--- config.mk ---
export PLATFORM = sky130hd
export DESIGN_NAME = sma_filter
export DESIGN_NICKNAME = d
export VERILOG_FILES = /design/src/rtl/sma_pkg.sv /design/src/rtl/sma_window_buf.sv /design/src/rtl/sma_filter.sv
export SDC_FILE = /design/constraint.sdc
export NUM_CORES = 1
export LEC_CHECK = 0
export ABC_AREA = 1
export CAP_MARGIN = 20
export CORE_ASPECT_RATIO = 0.6
export CORE_MARGIN = 1.5
export CORE_UTILIZATION = 50
export CTS_CLUSTER_SIZE = 12
export DETAILED_ROUTE_END_ITERATION = 8
export HOLD_SLACK_MARGIN = 0.15
export PLACE_DENSITY = 0.73
export SLEW_MARGIN = 25
export SYNTH_ARGS = -nofsm -noshare
export SYNTH_HDL_FRONTEND = slang
export SYNTH_SLANG_ARGS = --single-unit
--- constraint.sdc ---
create_clock -name clk -period 4.6 [get_ports clk]
set_input_delay 0.92 -clock clk [delete_from_list [all_inputs] [get_ports clk]]
set_output_delay 0.92 -clock clk [all_outputs]
set_load 0.02 [all_outputs]
--- src/rtl/sma_pkg.sv ---
// Shared types and sizing helpers for the simple-moving-average filter.
package sma_pkg;

  typedef enum logic {
    RND_TRUNC   = 1'b0,
    RND_HALF_UP = 1'b1
  } rnd_mode_e;

  function automatic int sum_w(input int data_w, input int log2_depth);
    return data_w + log2_depth;
  endfunction

  function automatic int depth(input int log2_depth);
    return 1 << log2_depth;
  endfunction

endpackage

--- src/rtl/sma_window_buf.sv ---
// Circular sample window: stores the last N accepted samples and exposes the
// entry that the next write will evict.
module sma_window_buf
  import sma_pkg::*;
#(
  parameter int DATA_W     = 8,
  parameter int LOG2_DEPTH = 3
) (
  input  logic              clk,
  input  logic              reset,
  input  logic              clear,
  input  logic              wr_en,
  input  logic [DATA_W-1:0] wr_data,
  output logic [DATA_W-1:0] oldest
);

  localparam int N = depth(LOG2_DEPTH);

  logic [DATA_W-1:0]     mem [N];
  logic [LOG2_DEPTH-1:0] wr_ptr;

  // The slot about to be overwritten is the oldest sample in the window.
  assign oldest = mem[wr_ptr];

  always_ff @(posedge clk or posedge reset) begin
    if (reset) begin
      for (int i = 0; i < N; i++) mem[i] <= '0;
      wr_ptr <= '0;
    end else if (clear) begin
      for (int i = 0; i < N; i++) mem[i] <= '0;
      wr_ptr <= '0;
    end else if (wr_en) begin
      mem[wr_ptr] <= wr_data;
      wr_ptr      <= wr_ptr + 1'b1;
    end
  end

endmodule

--- src/rtl/sma_filter.sv ---
// Moving average over the last 2^LOG2_DEPTH accepted samples, with optional
// half-up rounding, synchronous clear and warm-up suppression.
module sma_filter
  import sma_pkg::*;
#(
  parameter int DATA_W          = 8,
  parameter int LOG2_DEPTH      = 3,
  parameter int ROUND           = 0,
  parameter bit SUPPRESS_WARMUP = 1'b0
) (
  input  logic                  clk,
  input  logic                  reset,
  input  logic                  clear,
  input  logic                  in_valid,
  input  logic [DATA_W-1:0]     in_data,
  output logic                  out_valid,
  output logic [DATA_W-1:0]     out_avg,
  output logic                  out_primed,
  output logic [LOG2_DEPTH:0]   fill_count
);

  localparam int SW   = sum_w(DATA_W, LOG2_DEPTH);
  localparam int N    = depth(LOG2_DEPTH);
  localparam int FC_W = LOG2_DEPTH + 1;

  localparam logic [FC_W-1:0] FULL = FC_W'(N);
  localparam logic [SW-1:0]   HALF = (ROUND == int'(RND_HALF_UP)) ? SW'(N / 2) : '0;

  logic              accept;
  logic [DATA_W-1:0] oldest;
  logic [SW-1:0]     sum_q;
  logic [SW-1:0]     sum_next;
  logic [SW-1:0]     sum_rnd;
  logic [FC_W-1:0]   fill_next;
  logic              full_next;

  assign accept = in_valid & ~clear;

  // Empty slots hold zero, so subtracting the evicted entry is always exact.
  assign sum_next  = sum_q - SW'(oldest) + SW'(in_data);
  assign sum_rnd   = sum_next + HALF;
  assign fill_next = (fill_count == FULL) ? fill_count : fill_count + 1'b1;
  assign full_next = (fill_next == FULL);

  sma_window_buf #(
    .DATA_W    (DATA_W),
    .LOG2_DEPTH(LOG2_DEPTH)
  ) u_window (
    .clk    (clk),
    .reset  (reset),
    .clear  (clear),
    .wr_en  (accept),
    .wr_data(in_data),
    .oldest (oldest)
  );

  always_ff @(posedge clk or posedge reset) begin
    if (reset) begin
      sum_q      <= '0;
      fill_count <= '0;
      out_primed <= 1'b0;
      out_valid  <= 1'b0;
      out_avg    <= '0;
    end else if (clear) begin
      sum_q      <= '0;
      fill_count <= '0;
      out_primed <= 1'b0;
      out_valid  <= 1'b0;
      out_avg    <= '0;
    end else if (accept) begin
      sum_q      <= sum_next;
      fill_count <= fill_next;
      out_primed <= full_next;
      // With warm-up suppression the average is only published once full.
      if (!SUPPRESS_WARMUP || full_next) begin
        out_valid <= 1'b1;
        out_avg   <= DATA_W'(sum_rnd >> LOG2_DEPTH);
      end else begin
        out_valid <= 1'b0;
      end
    end else begin
      out_valid <= 1'b0;
    end
  end

endmodule

==> results of run 1 <==
==> metal layers <==
layer,vias up,part of all wire
met1,1796,0.52
met4,0,0.0088
met2,87,0.41
met3,8,0.055
met5,-,0
li1,1760,-
==> sequential cells by signal (all words and copies together) (netlist names) <==
signal / count
out_valid: 1
u_window.wr_ptr: 3
sum_q: 4
u_window.mem: 64
out_primed: 1
out_avg: 7
fill_count: 4
==> per-stage QoR <==
step           power (mW)  setup WS (ns)  area [um^2]   util
2_1_floorplan        1.53           1.51         4860      -
3_3_place_gp         1.69           1.27         5060  0.544
3_5_place_dp         1.71           1.22         5060  0.544
4_1_cts              2.51           1.30         5380  0.579
5_1_grt              2.69           1.04         5380  0.579
6_report             2.52           1.27         5380  0.579
==> power groups by stage <==
| stage | clock network, mW | logic [mW] | registers, mW |
|---|---|---|---|
| 2_1_floorplan | 0 | 0.705 | 0.827 |
| 3_3_place_gp | 0 | 0.852 | 0.837 |
| 3_5_place_dp | 0 | 0.876 | 0.839 |
| 4_1_cts | 0.804 | 0.883 | 0.826 |
| 5_1_grt | 0.839 | 1.02 | 0.831 |
| 6_report | 0.792 | 0.897 | 0.827 |
==> cell families after synthesis <==
logic type	Yosys count
AO/OA/AOI/OAI	123
flip-flops	84
XOR/XNOR	5
buffers and inverters	148
adder cells (fa/ha/maj)	22
AND/OR/NAND/NOR	138
==> worst register-to-register path, stage by stage, from the launching register on <==
cell,delay (ns)
dfrtp_1,0.68
nand3_2,0.48
nor2_1,0.20
nor2_1,0.07
o211ai_1,0.13
fa_1,0.51
fa_1,0.48
inv_1,0.10
nand3_1,0.07
nand3_1,0.16
nand2_1,0.07
nand2_1,0.09
nand2_1,0.05
nand2_1,0.05
o21ai_0,0.07
==> layout make-up <==
| class | instances | area (um^2) |
|---|---|---|
| timing repair buffer | 27 | 265 |
| fill | 795 | 3910 |
| tap | 130 | 163 |
| sequential | 84 | 2100 |
| multi-input combinational | 288 | 2020 |
| clock inverter | 7 | 100 |
| inverter | 125 | 503 |
| clock buffer | 9 | 225 |
==> Yosys cell counts <==
library cell	number
o21ai_4	8
fa_1	8
nand2_4	1
inv_6	1
buf_6	12
nand3_1	22
o21ai_1	2
a21oi_1	6
o22ai_1	84
inv_1	117
o21ai_2	1
inv_2	2
o211ai_2	1
dfrtp_1	84
ha_1	14
nand3_2	1
o211ai_1	5
nand4_1	4
nor2_1	34
xor2_1	5
inv_8	3
nor2_8	1
nand3_4	8
o22ai_2	11
nand3b_1	2
buf_2	1
buf_4	9
buf_12	1
nor2_2	1
o22a_1	2
nand2_1	62
nor2_4	2
o21ai_0	3
inv_4	2
==> worst paths after layout <==
kind	from	cells after the start	slack [ns]	endpoint
worst min-delay path	u_window.mem[33]	2	0.51	u_window.mem[33]
worst max-delay path	u_window.wr_ptr[1]	14	1.27	out_avg[3]
min in group asynchronous	reset	2	0.92	u_window.mem[2]
worst min register to register	u_window.mem[33]	2	0.51	u_window.mem[33]
worst max register to register	u_window.wr_ptr[1]	14	1.27	out_avg[3]
max in group asynchronous	reset	3	2.93	u_window.mem[14]
==> summary.md, run 1 <==
| Metric | Value |
|---|---|
| Status | complete, no violations |
| Startpoint types | flop |
| Final Non-Filler Cells | 670 |
| Number of antenna violations at the first check in global routing | 0 |
| Kind of cell adding the most delay to the critical path | simple AND/OR/NAND/NOR gates |
| Worst path required time | 4.82 ns |
| Critical path, cell by cell | nand3_2 > nor2_1 > nor2_1 > o211ai_1 > fa_1 > fa_1 > inv_1 > nand3_1 > nand3_1 > nand2_1 > nand2_1 > nand2_1 > nand2_1 > o21ai_0 |
| Critical path peak fanout | 17 |
| Seq/Total Area, Yosys | 0.433 |
| CP most frequent cell | nand2_1 |
| Nets | 569 |
| Num CTS Buffers | 9 |
| CP max stage delay | 0.68 ns |
| Max-cap violations | 0 |
| Peak VDD IR | 393 uV |
| CTS tree | yes |
| Gr busiest metal | met1 |
| Synth Area in XOR/XNOR | 0.00902 |
| Commonest non-fill, non-tap cell in the layout | inv_1 |
| Global Route met3 Usage | 0.0667 |
| Wirelength, routed | 11,100 um |
| Most frequent cells in the layout | inv_1, o22ai_1, dfrtp_1, nand2_1, nor2_1 |
| GP Congestion | 0.929 |
| Syn nets | 554 |
| Class of the worst hold path | reg -> reg |
| Power share of the combinational group | 0.356 |
| Clk buf depth | 2 |
| Avg Inst Size Synth | 9.34 um^2 |
| Core ar. | 9290 um^2 |
| Cells after DPL | 654 |
| Complex-gate fraction of the synthesized area | 0.190 |
| Internal power | 1.59 mW |
| Htree depth | 3 |
| IO Port Bufs | 25 |
| Antenna-violating nets left | 0 |
| Critical setup path kind | reg -> reg |
| Synthesized area | 4860 um^2 |
| Final critical-path required period | 3.33 ns |
| Die height | 79.3 um |
| Achievable Freq | 300 MHz |
| Adder-cell share of the synthesized area | 0.0691 |
| Clk_lat worst skew | 0.34 ns |
| Normalized max-slew margin | 0.549 |
| CTS Hold Bufs | 0 |
| Vias in the first global route | 3,651 |
| DIE AREA | 10,300 um^2 |
| Setup TNS | 0 ns |
| Final hold vios | 0 |
| Max Slew Vio Count | 0 |
| Initial Util | 0.523 |
| Layout area overhead | 10.8% |
| Worst Skew | 0.00387 ns |
| Least-Margin Pin Slew | 0.675 ns |
| IO Pins | 26 |
| Crit end category | flop |
| Layout cells sized above 1 | 0.115 |
| Simple-gate share of the synthesized area | 0.148 |
| Drt pass-1 iters | 7 |
| Vias per cell | 5.45 |
| Largest net degree at the start of global routing | 32 |
| CTS sink count | 84 |
| Crit path buffers/inverters | 1 |
| Final worst path period share | 0.724 |
| Clk root buf | clkbuf_16 |
| Diode count | 0 |
| Postcts setup bufs | 0 |
| Met2 Track Usage GR | 0.322 |
| RSZ-0062 raised after global routing | no |
| First-pass GRT wire length | 18,900 um |
| Leading post-synthesis cells by cell area | dfrtp_1, o22ai_1, inv_1 |
| Synth warnings | 0 |
| Clk pwr share | 0.315 |
| DR WL/cell | 16.5 um |
| # setup viols final | 0 |
| Yosys cell types | 34 |
| Initial DRC Count | 302 |
| Flop and latch count out of synthesis | 84 |
| DRC Markers | 0 |
| Grt total ovfl | 0 |
| Mapped Cells | 520 |
| Largest family of logic cells by synthesized area | compound AO/OA/AOI/OAI gates |
| Placed wire-length estimate | 8130 um |
| Leakage power | 2.34 nW |
| WHS | 0.515 ns |
| Top cell type by total area after synthesis | dfrtp_1 |
| Vias | 3,651 |
| CTS clk-pin slew, worst paths | 0.07 ns |
| P_sw | 0.922 mW |
| Row count | 27 |
| Crit path DAT | 3.56 ns |
| PwrDens | 467 nW/um^2 |
| Die W | 130 um |
| Met1 Use GR | 0.378 |
| Resized Gates After CTS | 0 |
| GRT Overall Usage | 0.241 |
| Sw frac | 0.366 |
| Share of the synthesized area in the top cell type | 0.433 |
| Max stage delay cell, worst path | dfrtp_1 |
| Sequential share of power | 0.329 |
| Post-synthesis mux area share | 0 |
No activity file was read; power rests on OpenSTA's default activity.
==> run 2: changes to the inputs <==
clock period = 3.1 ns   (was 4.6 ns; I/O delays follow)
==> summary.md, run 2 (synthesized netlist as in run 1, its figures left out) <==
| Metric | Value |
|---|---|
| IO Pins | 26 |
| Commonest non-fill, non-tap cell in the layout | inv_1 |
| Row count | 27 |
| Largest registers | u_window.mem (64), out_avg (7) |
| Drt pass-1 iters | 5 |
| Met1 Use GR | 0.388 |
| Levels on crit path | 18 |
| Fillers | 739 |
| Largest net degree at the start of global routing | 85 |
| Hold Path End | out_primed |
| Critical path peak fanout | 7 |
| Reg2Reg Depth | 18 |
| Core ar. | 9290 um^2 |
| Max reg flops | 64 |
| CTS clk-pin slew, worst paths | 0.06 ns |
| Initial Util | 0.523 |
| Wirelength, routed | 12,700 um |
| Htree depth | 3 |
| Least-Margin Pin Slew | 0.695 ns |
| Clk buf depth | 2 |
| CTS tree | yes |
| Grt total ovfl | 0 |
| Normalized max-slew margin | 0.535 |
| Layout cells sized above 1 | 0.213 |
| Die W | 130 um |
| DR WL/cell | 17.7 um |
| # setup viols final | 0 |
| Clk_lat worst skew | 0.34 ns |
| DRC Markers | 0 |
| Worst Slack Setup Final | 0.0953 ns |
| First-pass GRT wire length | 20,000 um |
| Hold Crit Depth | 2 |
| Worst Skew | 0.00626 ns |
| Met2 Track Usage GR | 0.366 |
| Initial DRC Count | 386 |
| Number of antenna violations at the first check in global routing | 0 |
| Achievable Freq | 333 MHz |
| Sequential share of power | 0.304 |
| Layout area overhead | 21.8% |
| RSZ-0062 raised after global routing | yes |
| P_sw | 1.43 mW |
| PwrDens | 679 nW/um^2 |
| Final critical-path required period | 3.00 ns |
| Max Slew Vio Count | 0 |
| Class of the worst hold path | reg -> reg |
| CP most frequent cell | inv_1 |
| Crit path DAT | 3.26 ns |
| Max-cap violations | 0 |
| Die height | 79.3 um |
| GP Congestion | 0.873 |
| Reg2reg setup slack | 0.1 ns |
| Gr busiest metal | met1 |
| Num CTS Buffers | 9 |
| Final Non-Filler Cells | 716 |
| Global Route met3 Usage | 0.0701 |
| GRT Overall Usage | 0.259 |
| Worst hold start | out_primed |
| Peak VDD IR | 566 uV |
| Biggest register | u_window.mem |
| IO Port Bufs | 25 |
| Most frequent cells in the layout | inv_1, o22ai_1, dfrtp_1, nand2_1, buf_4 |
| DIE AREA | 10,300 um^2 |
| Antenna-violating nets left | 0 |
| Status | complete, no violations |
| Kind of cell adding the most delay to the critical path | adder cells |
| Clk pwr share | 0.298 |
| Internal power | 2.58 mW |
| Vias in the first global route | 3,801 |
| Critical path, cell by cell | buf_4 > nand3_4 > buf_4 > o22ai_2 > nor2_2 > o211ai_1 > ha_1 > inv_1 > ha_2 > inv_1 > fa_2 > inv_1 > nand3_1 > nand3_2 > nand2_1 > nand2_1 > nor2_1 > o21ai_0 |
| Post-place setup slack | -0.0256 ns |
| Max stage delay cell, worst path | dfrtp_2 |
| CTS Hold Bufs | 0 |
| R2r endpoint | out_avg[3] |
| Vias per cell | 5.56 |
| Crit end category | flop |
| Power share of the combinational group | 0.398 |
| Placed wire-length estimate | 8910 um |
| Leakage power | 2.60 nW |
| Sw frac | 0.357 |
| Final hold vios | 0 |
| Vias | 3,984 |
| Nets | 615 |
| Final worst path period share | 0.969 |
| Beginning of the worst register-to-register path | u_window.wr_ptr[1] |
| Diode count | 0 |
| Cells after DPL | 685 |
| Worst path required time | 3.36 ns |
| CTS sink count | 84 |
| CP max stage delay | 0.46 ns |
| Startpoint types | flop |
| Clk root buf | clkbuf_16 |
| Crit path buffers/inverters | 5 |
| Critical setup path kind | reg -> reg |
[run 2: worst max-delay path by stage]
stage | end | startpoint
3_3_place_gp | out_avg[3] | u_window.wr_ptr[2]
3_5_place_dp | out_avg[3] | u_window.wr_ptr[2]
4_1_cts | out_avg[3] | u_window.wr_ptr[2]
6_report | out_avg[3] | u_window.wr_ptr[1]
2_1_floorplan | fill_count[0] | reset
5_1_grt | out_avg[3] | u_window.wr_ptr[0]
[run 2: through the flow]
stage	hold WS (ns)	cell area (um^2)	power, mW	utilization	TNS, ns
after floorplan	0.472	4860	2.27	-	0
after detailed placement	0.476	5340	2.64	0.575	-0.0453
after global routing	0.541	5910	4.24	0.636	-0.0727
after CTS	0.512	5680	3.85	0.611	0
final	0.518	5910	4.01	0.636	0
after global placement	0.493	5340	2.59	0.575	0
[run 2: power by group through the flow]
stage	Sequential [mW]	Combinational, mW	Clock (mW)
6_report	1.22	1.60	1.20
5_1_grt	1.23	1.76	1.25
4_1_cts	1.22	1.42	1.21
3_5_place_dp	1.24	1.40	0
3_3_place_gp	1.24	1.35	0
2_1_floorplan	1.23	1.05	0
[run 2: timing repair]
action                                  CTS  global route
gates resized for setup                   3            17
endpoints found under the setup margin    5             7
pin swaps                                 0             4
gates cloned                              0             0
buffers inserted                          0            15
hold endpoints to repair                  0             0
[run 2: tightest hold or removal path, stage by stage (launching register included)]
cell,delay [ns]
dfrtp_1,0.36
nand2_1,0.07
o21ai_2,0.05
[run 2: layout make-up]
| type | instances | area, um^2 | share of cell area |
|---|---|---|---|
| multi-input combinational | 288 | 2130 | 0.360 |
| tap | 130 | 163 | 0.0275 |
| clock buffer | 13 | 260 | 0.0440 |
| sequential | 84 | 2100 | 0.356 |
| timing repair buffer | 73 | 686 | 0.116 |
| inverter | 125 | 503 | 0.0851 |
| clock inverter | 3 | 68.8 | 0.0116 |
[run 2: metal layers]
metal  share of wire  up-vias  wire [um]
met5               0        -          0
met4           0.012        0        155
met3           0.078       14        994
met2            0.43      168       5430
met1            0.48     1955       6100
li1                -     1847          -
==> run 3: changes to the inputs <==
CORE_UTILIZATION = 55   (was 50)
PLACE_DENSITY = 0.79   (was 0.73)
==> summary.md, run 3 (synthesized netlist as in run 1, its figures left out) <==
| Metric | Value |
|---|---|
| Fillers | 642 |
| Crit path buffers/inverters | 5 |
| Grt total ovfl | 0 |
| Placed wire-length estimate | 8800 um |
| Critical path, cell by cell | buf_12 > inv_8 > nand3_4 > buf_12 > o22ai_1 > nor2_1 > o211ai_1 > fa_1 > inv_1 > ha_4 > nand2_1 > inv_1 > nand2_1 > nand2_1 > nand2_1 > nand4_1 > nand3_1 > nand2_1 |
| Reg2reg setup slack | 0.12 ns |
| Die height | 75.8 um |
| DR WL/cell | 18.7 um |
| First-pass GRT wire length | 19,300 um |
| Diode count | 0 |
| Peak VDD IR | 702 uV |
| Layout area overhead | 17.8% |
| Post-layout util | 0.671 |
| R2r endpoint | out_avg[6] |
| Hold Path End | u_window.mem[15] |
| Die W | 124 um |
| Worst hold start | u_window.mem[15] |
| Post-place setup slack | -0.0899 ns |
| Crit. Startpoint | u_window.wr_ptr[1] |
| Critical setup path kind | reg -> reg |
| Worst path required time | 3.34 ns |
| DIE AREA | 9420 um^2 |
| IO Pins | 26 |
| Vias | 3,992 |
| IO Port Bufs | 25 |
| Critical path peak fanout | 10 |
| Largest registers | u_window.mem (64), out_avg (7) |
| Layout cells sized above 1 | 0.184 |
| Reg2Reg Depth | 18 |
| Clk buf depth | 2 |
| Startpoint types | flop |
| Max reg flops | 64 |
| CP max stage delay | 0.48 ns |
| Leakage power | 2.51 nW |
| Commonest non-fill, non-tap cell in the layout | inv_1 |
| Class of the worst hold path | reg -> reg |
| Largest net degree at the start of global routing | 85 |
| Achievable Freq | 335 MHz |
| Beginning of the worst register-to-register path | u_window.wr_ptr[1] |
| Htree depth | 3 |
| GRT Overall Usage | 0.271 |
| Power Total | 3.88 mW |
| DRC Markers | 0 |
| CTS sink count | 84 |
| Max Slew Vio Count | 0 |
| Crit end category | flop |
| Placed instance area | 5290 um^2 |
| Kind of cell adding the most delay to the critical path | simple AND/OR/NAND/NOR gates |
| Clk_lat worst skew | 0.35 ns |
| Vias per cell | 5.84 |
| Final Instance Area | 5720 um^2 |
| Row count | 26 |
| Max-cap violations | 0 |
| Antenna-violating nets left | 0 |
| GP Congestion | 0.914 |
| Hold Crit Depth | 2 |
| Wirelength, routed | 12,800 um |
| Core ar. | 8520 um^2 |
| CTS tree | yes |
| Most frequent cells in the layout | inv_1, o22ai_1, dfrtp_1, nand2_1, nor2_1 |
| Clk root buf | clkbuf_16 |
| Nets | 600 |
| Status | complete, no violations |
| Number of antenna violations at the first check in global routing | 0 |
| Normalized max-slew margin | 0.524 |
| CP most frequent cell | nand2_1 |
| Biggest register | u_window.mem |
| PwrDens | 678 nW/um^2 |
| Worst Slack Setup Final | 0.117 ns |
| CTS clk-pin slew, worst paths | 0.06 ns |
| Worst Skew | 0.00489 ns |
| # setup viols final | 0 |
| Final hold vios | 0 |
| Vias in the first global route | 3,764 |
| Crit path DAT | 3.22 ns |
| Initial DRC Count | 399 |
| Drt pass-1 iters | 7 |
| Final critical-path required period | 2.98 ns |
| Least-Margin Pin Slew | 0.711 ns |
| Initial Util | 0.570 |
| Final worst path period share | 0.962 |
| Num CTS Buffers | 9 |
| Max stage delay cell, worst path | fa_1 |
run 3: changes by cell type in the layout (fill, tap and decap cells not counted), sizes merged:
| cell | delta |
|---|---|
| buf | -16 |
| bufinv | -1 |
| nand3 | +1 |
| inv | +1 |
run 3: metrics by stage:
step	TNS [ns]	hold WS [ns]	instances
floorplan	0	0.472	520
finish	0	0.523	683
CTS	0	0.516	676
global placement	-0.00837	0.494	660
detailed placement	-0.187	0.482	660
global route	-0.131	0.539	683
run 3: worst register-to-register path: cells and delay by family (launching register included):
| kind | cells | cell delay (ns) |
|---|---|---|
| buf+inv | 5 | 0.65 |
| compound gates | 2 | 0.33 |
| fa+ha+maj | 2 | 0.71 |
| flops | 1 | 0.40 |
| simple gates | 9 | 0.79 |
run 3: layout make-up:
cell class | count | area, um^2 | area share
flip-flops and latches | 84 | 2100 | 0.368
multi-input cells | 289 | 2100 | 0.368
clock inverters | 3 | 43.8 | 0.00766
inverters | 125 | 503 | 0.0879
clock buffers | 13 | 260 | 0.0455
well taps | 112 | 140 | 0.0245
repair buffers | 57 | 566 | 0.0989
run 3: per-layer routing:
layer  GRT usage  vias up  share of wire
met5           0        -              0
met4      0.0779        0          0.015
met3      0.0801       24          0.099
met2       0.402      176           0.44
met1       0.389     1972           0.45
li1            -     1820              -
run 3: how the worst max path moves through the flow:
stage,to,slack (ns),depth (start not counted)
2_1_floorplan,fill_count[0],0.31,1
3_3_place_gp,out_avg[3],-0.007,18
3_5_place_dp,out_avg[5],-0.09,18
4_1_cts,out_avg[3],0.008,19
5_1_grt,out_avg[4],-0.06,15
6_report,out_avg[6],0.12,18
run 3: timing repair:
item	in CTS	in global routing
gates cloned	0	1
endpoints found under the setup margin	4	7
pin swaps	0	7
resized for setup	3	15
setup buffers	0	6
hold buffers	0	0
run 3: where the power goes:
group | switching, mW | internal, mW
clock | 0.441 | 0.670
sequential | 0.0522 | 1.17
combinational | 0.928 | 0.615
==> RTL change, RTL diff (config.mk and constraints of run 3) <==
`LOG2_DEPTH` is set to 3 in 2 places; all go to 2.
--- a/src/rtl/sma_window_buf.sv
+++ b/src/rtl/sma_window_buf.sv
@@ -5,5 +5,5 @@
 #(
   parameter int DATA_W     = 8,
-  parameter int LOG2_DEPTH = 3
+  parameter int LOG2_DEPTH = 2
 ) (
   input  logic              clk,
--- a/src/rtl/sma_filter.sv
+++ b/src/rtl/sma_filter.sv
@@ -5,5 +5,5 @@
 #(
   parameter int DATA_W          = 8,
-  parameter int LOG2_DEPTH      = 3,
+  parameter int LOG2_DEPTH      = 2,
   parameter int ROUND           = 0,
   parameter bit SUPPRESS_WARMUP = 1'b0
Ports: changed (resized fill_count); port bits go from 26 to 25. The function was not compared with the original's and may differ.
==> RTL change against run 3 <==
  * Critical endpoint is now out_avg[5]$_DFFE_PP0P_
  * Setup slack better by 0.23 ns
  * Cell area down 43%
  * Power down 41%
  * Highest routed layer unchanged
  * Core utilization down 3.3 points
  * Fmax up 8.4%
  * Largest power group unchanged
  * First-iteration DRC count down 54%
  * Sequential cell count down 35
  * Critical path depth down 6
  * Synthesized area down 40%
  * Cell count down 35%
  * Wire length down 47%
  * Clock skew up 0.0022 ns
  * Sequential share of layout area up 1.1 points
==> RTL change: results (changes against run 3) <==
Detailed routing
  – Vias per cell: 5.738 (was 5.845)
  – DRT Wirelength: 6.778 mm (was 12.80 mm)
  – Met2 wire length: 2.901 mm (was 5.598 mm)
  – DR WL met3: 453 microns (was 1.266 mm)
  – Router iterations before antenna repair: 5 (was 7)

Timing
  – Ratio of final minimum period to clock period: 0.8879 (was 0.9623)
  – Rel. slew slack: 0.5819 (was 0.5243)
  – Fin Clk Skew: 0.007040 ns (was 0.004885 ns)

Synth
  – Ranking of synthesized cells by area: dfrtp_1 (42%), o21ai_0 (8.8%), nand3_1 (7.6%) (was dfrtp_1 (43%), o22ai_1 (11%), inv_1 (9.0%))
  – Post-synthesis adder-cell area fraction: 0.1239 (was 0.06905)
  – Register area share after synthesis: 0.4215 (was 0.4329)
  – Post-synthesis cell type count: 26 (was 34)
  – Commonest cells in the netlist: nand2_1 (58), o21ai_0 (51), dfrtp_1 (49), inv_1 (49), nand3_1 (44) (was inv_1 (117), dfrtp_1 (84), o22ai_1 (84))
  – Net Count, Synth: 395 (was 554)

Min path
  – Worst Hold Launch: out_primed$_DFFE_PP0P_ (was u_window.mem[15]$_DFFE_PP0P_)

Worst setup path
  – Reg2Reg Launch Point: u_window.wr_ptr[0]$_DFFE_PP0P_ (was u_window.wr_ptr[1]$_DFFE_PP0P_)
  – CP peak stage delay: 0.46 ns (was 0.48 ns)
  – Crit path capture: out_avg[5]$_DFFE_PP0P_ (was out_avg[6]$_DFFE_PP0P_)
  – Reg2Reg Setup Slack: 0.35 ns (was 0.12 ns)
  – Crit path max-delay family: adder cells (was simple AND/OR/NAND/NOR gates)
  – Worst Reg-to-Reg Cells: 12 (was 18)
  – Worst Path Arrival: 2.95 ns (was 3.22 ns)

Global route
  – First-pass GRT wire length: 11.21 mm (was 19.33 mm)
  – Met3 usage: 0.05189 (was 0.08006)
  – Total GRT Usage: 0.2505 (was 0.2708)
  – Largest net degree at the start of global routing: 50 (was 85)
  – Grt met1 use: 0.3735 (was 0.3888)

Outcome
  – Status: completed (unchanged)

Place
  – Dpl hpwl: 4.899 mm (was 8.797 mm)
  – RePlAce Congestion: 0.9560 (was 0.9143)
  – Placed Area: 0.003157 sq mm (was 0.005290 sq mm)

Clock tree
  – Num CTS Buffers: 5 (was 9)
  – CTS resizes: 0 (was 3)

Power and ir drop
  – Power Density: 706.0 mW/mm^2 (was 677.8 mW/mm^2)
  – Power share of the clock group: 0.163 (was 0.287)
  – Sw frac: 0.4278 (was 0.3666)
  – Combinational group power: 1.15 mW (was 1.54 mW)

Cells and area
  – Fillers: 449 (was 642)
  – Post-layout util: 0.6377 (was 0.6712)
  – Nets: 412 (was 600)
  – Biggest regs: u_window.mem x32, out_avg x7 (was u_window.mem x64, out_avg x7)
==> RTL change: changes by cell type in the layout (fill, tap and decap cells not counted), sizes merged, moves of 3 or more <==
cell	before	now
clkbuf	13	6
xor2	5	2
o21ai	14	53
o22ai	95	13
inv	125	51
a21oi	6	12
nand4	4	1
nand3	32	44
o211ai	6	0
nand2	63	59
dfrtp	84	49
buf	32	5
nor2	38	26
==> RTL change: layout make-up <==
cell class	count	share of cell area
clock inverter	2	0.003090
timing repair buffer	29	0.08575
clock buffer	6	0.02240
sequential	49	0.3785
inverter	52	0.06025
multi-input combinational	239	0.4245
tap	66	0.02549
==> RTL change: worst reg2reg max path, delay by kind of cell (launching register included) <==
| kind | cells | cell delay, ns |
|---|---|---|
| flops | 1 | 0.39 |
| compound gates | 4 | 0.68 |
| buf+inv | 2 | 0.48 |
| simple gates | 4 | 0.38 |
| fa+ha+maj | 2 | 0.73 |
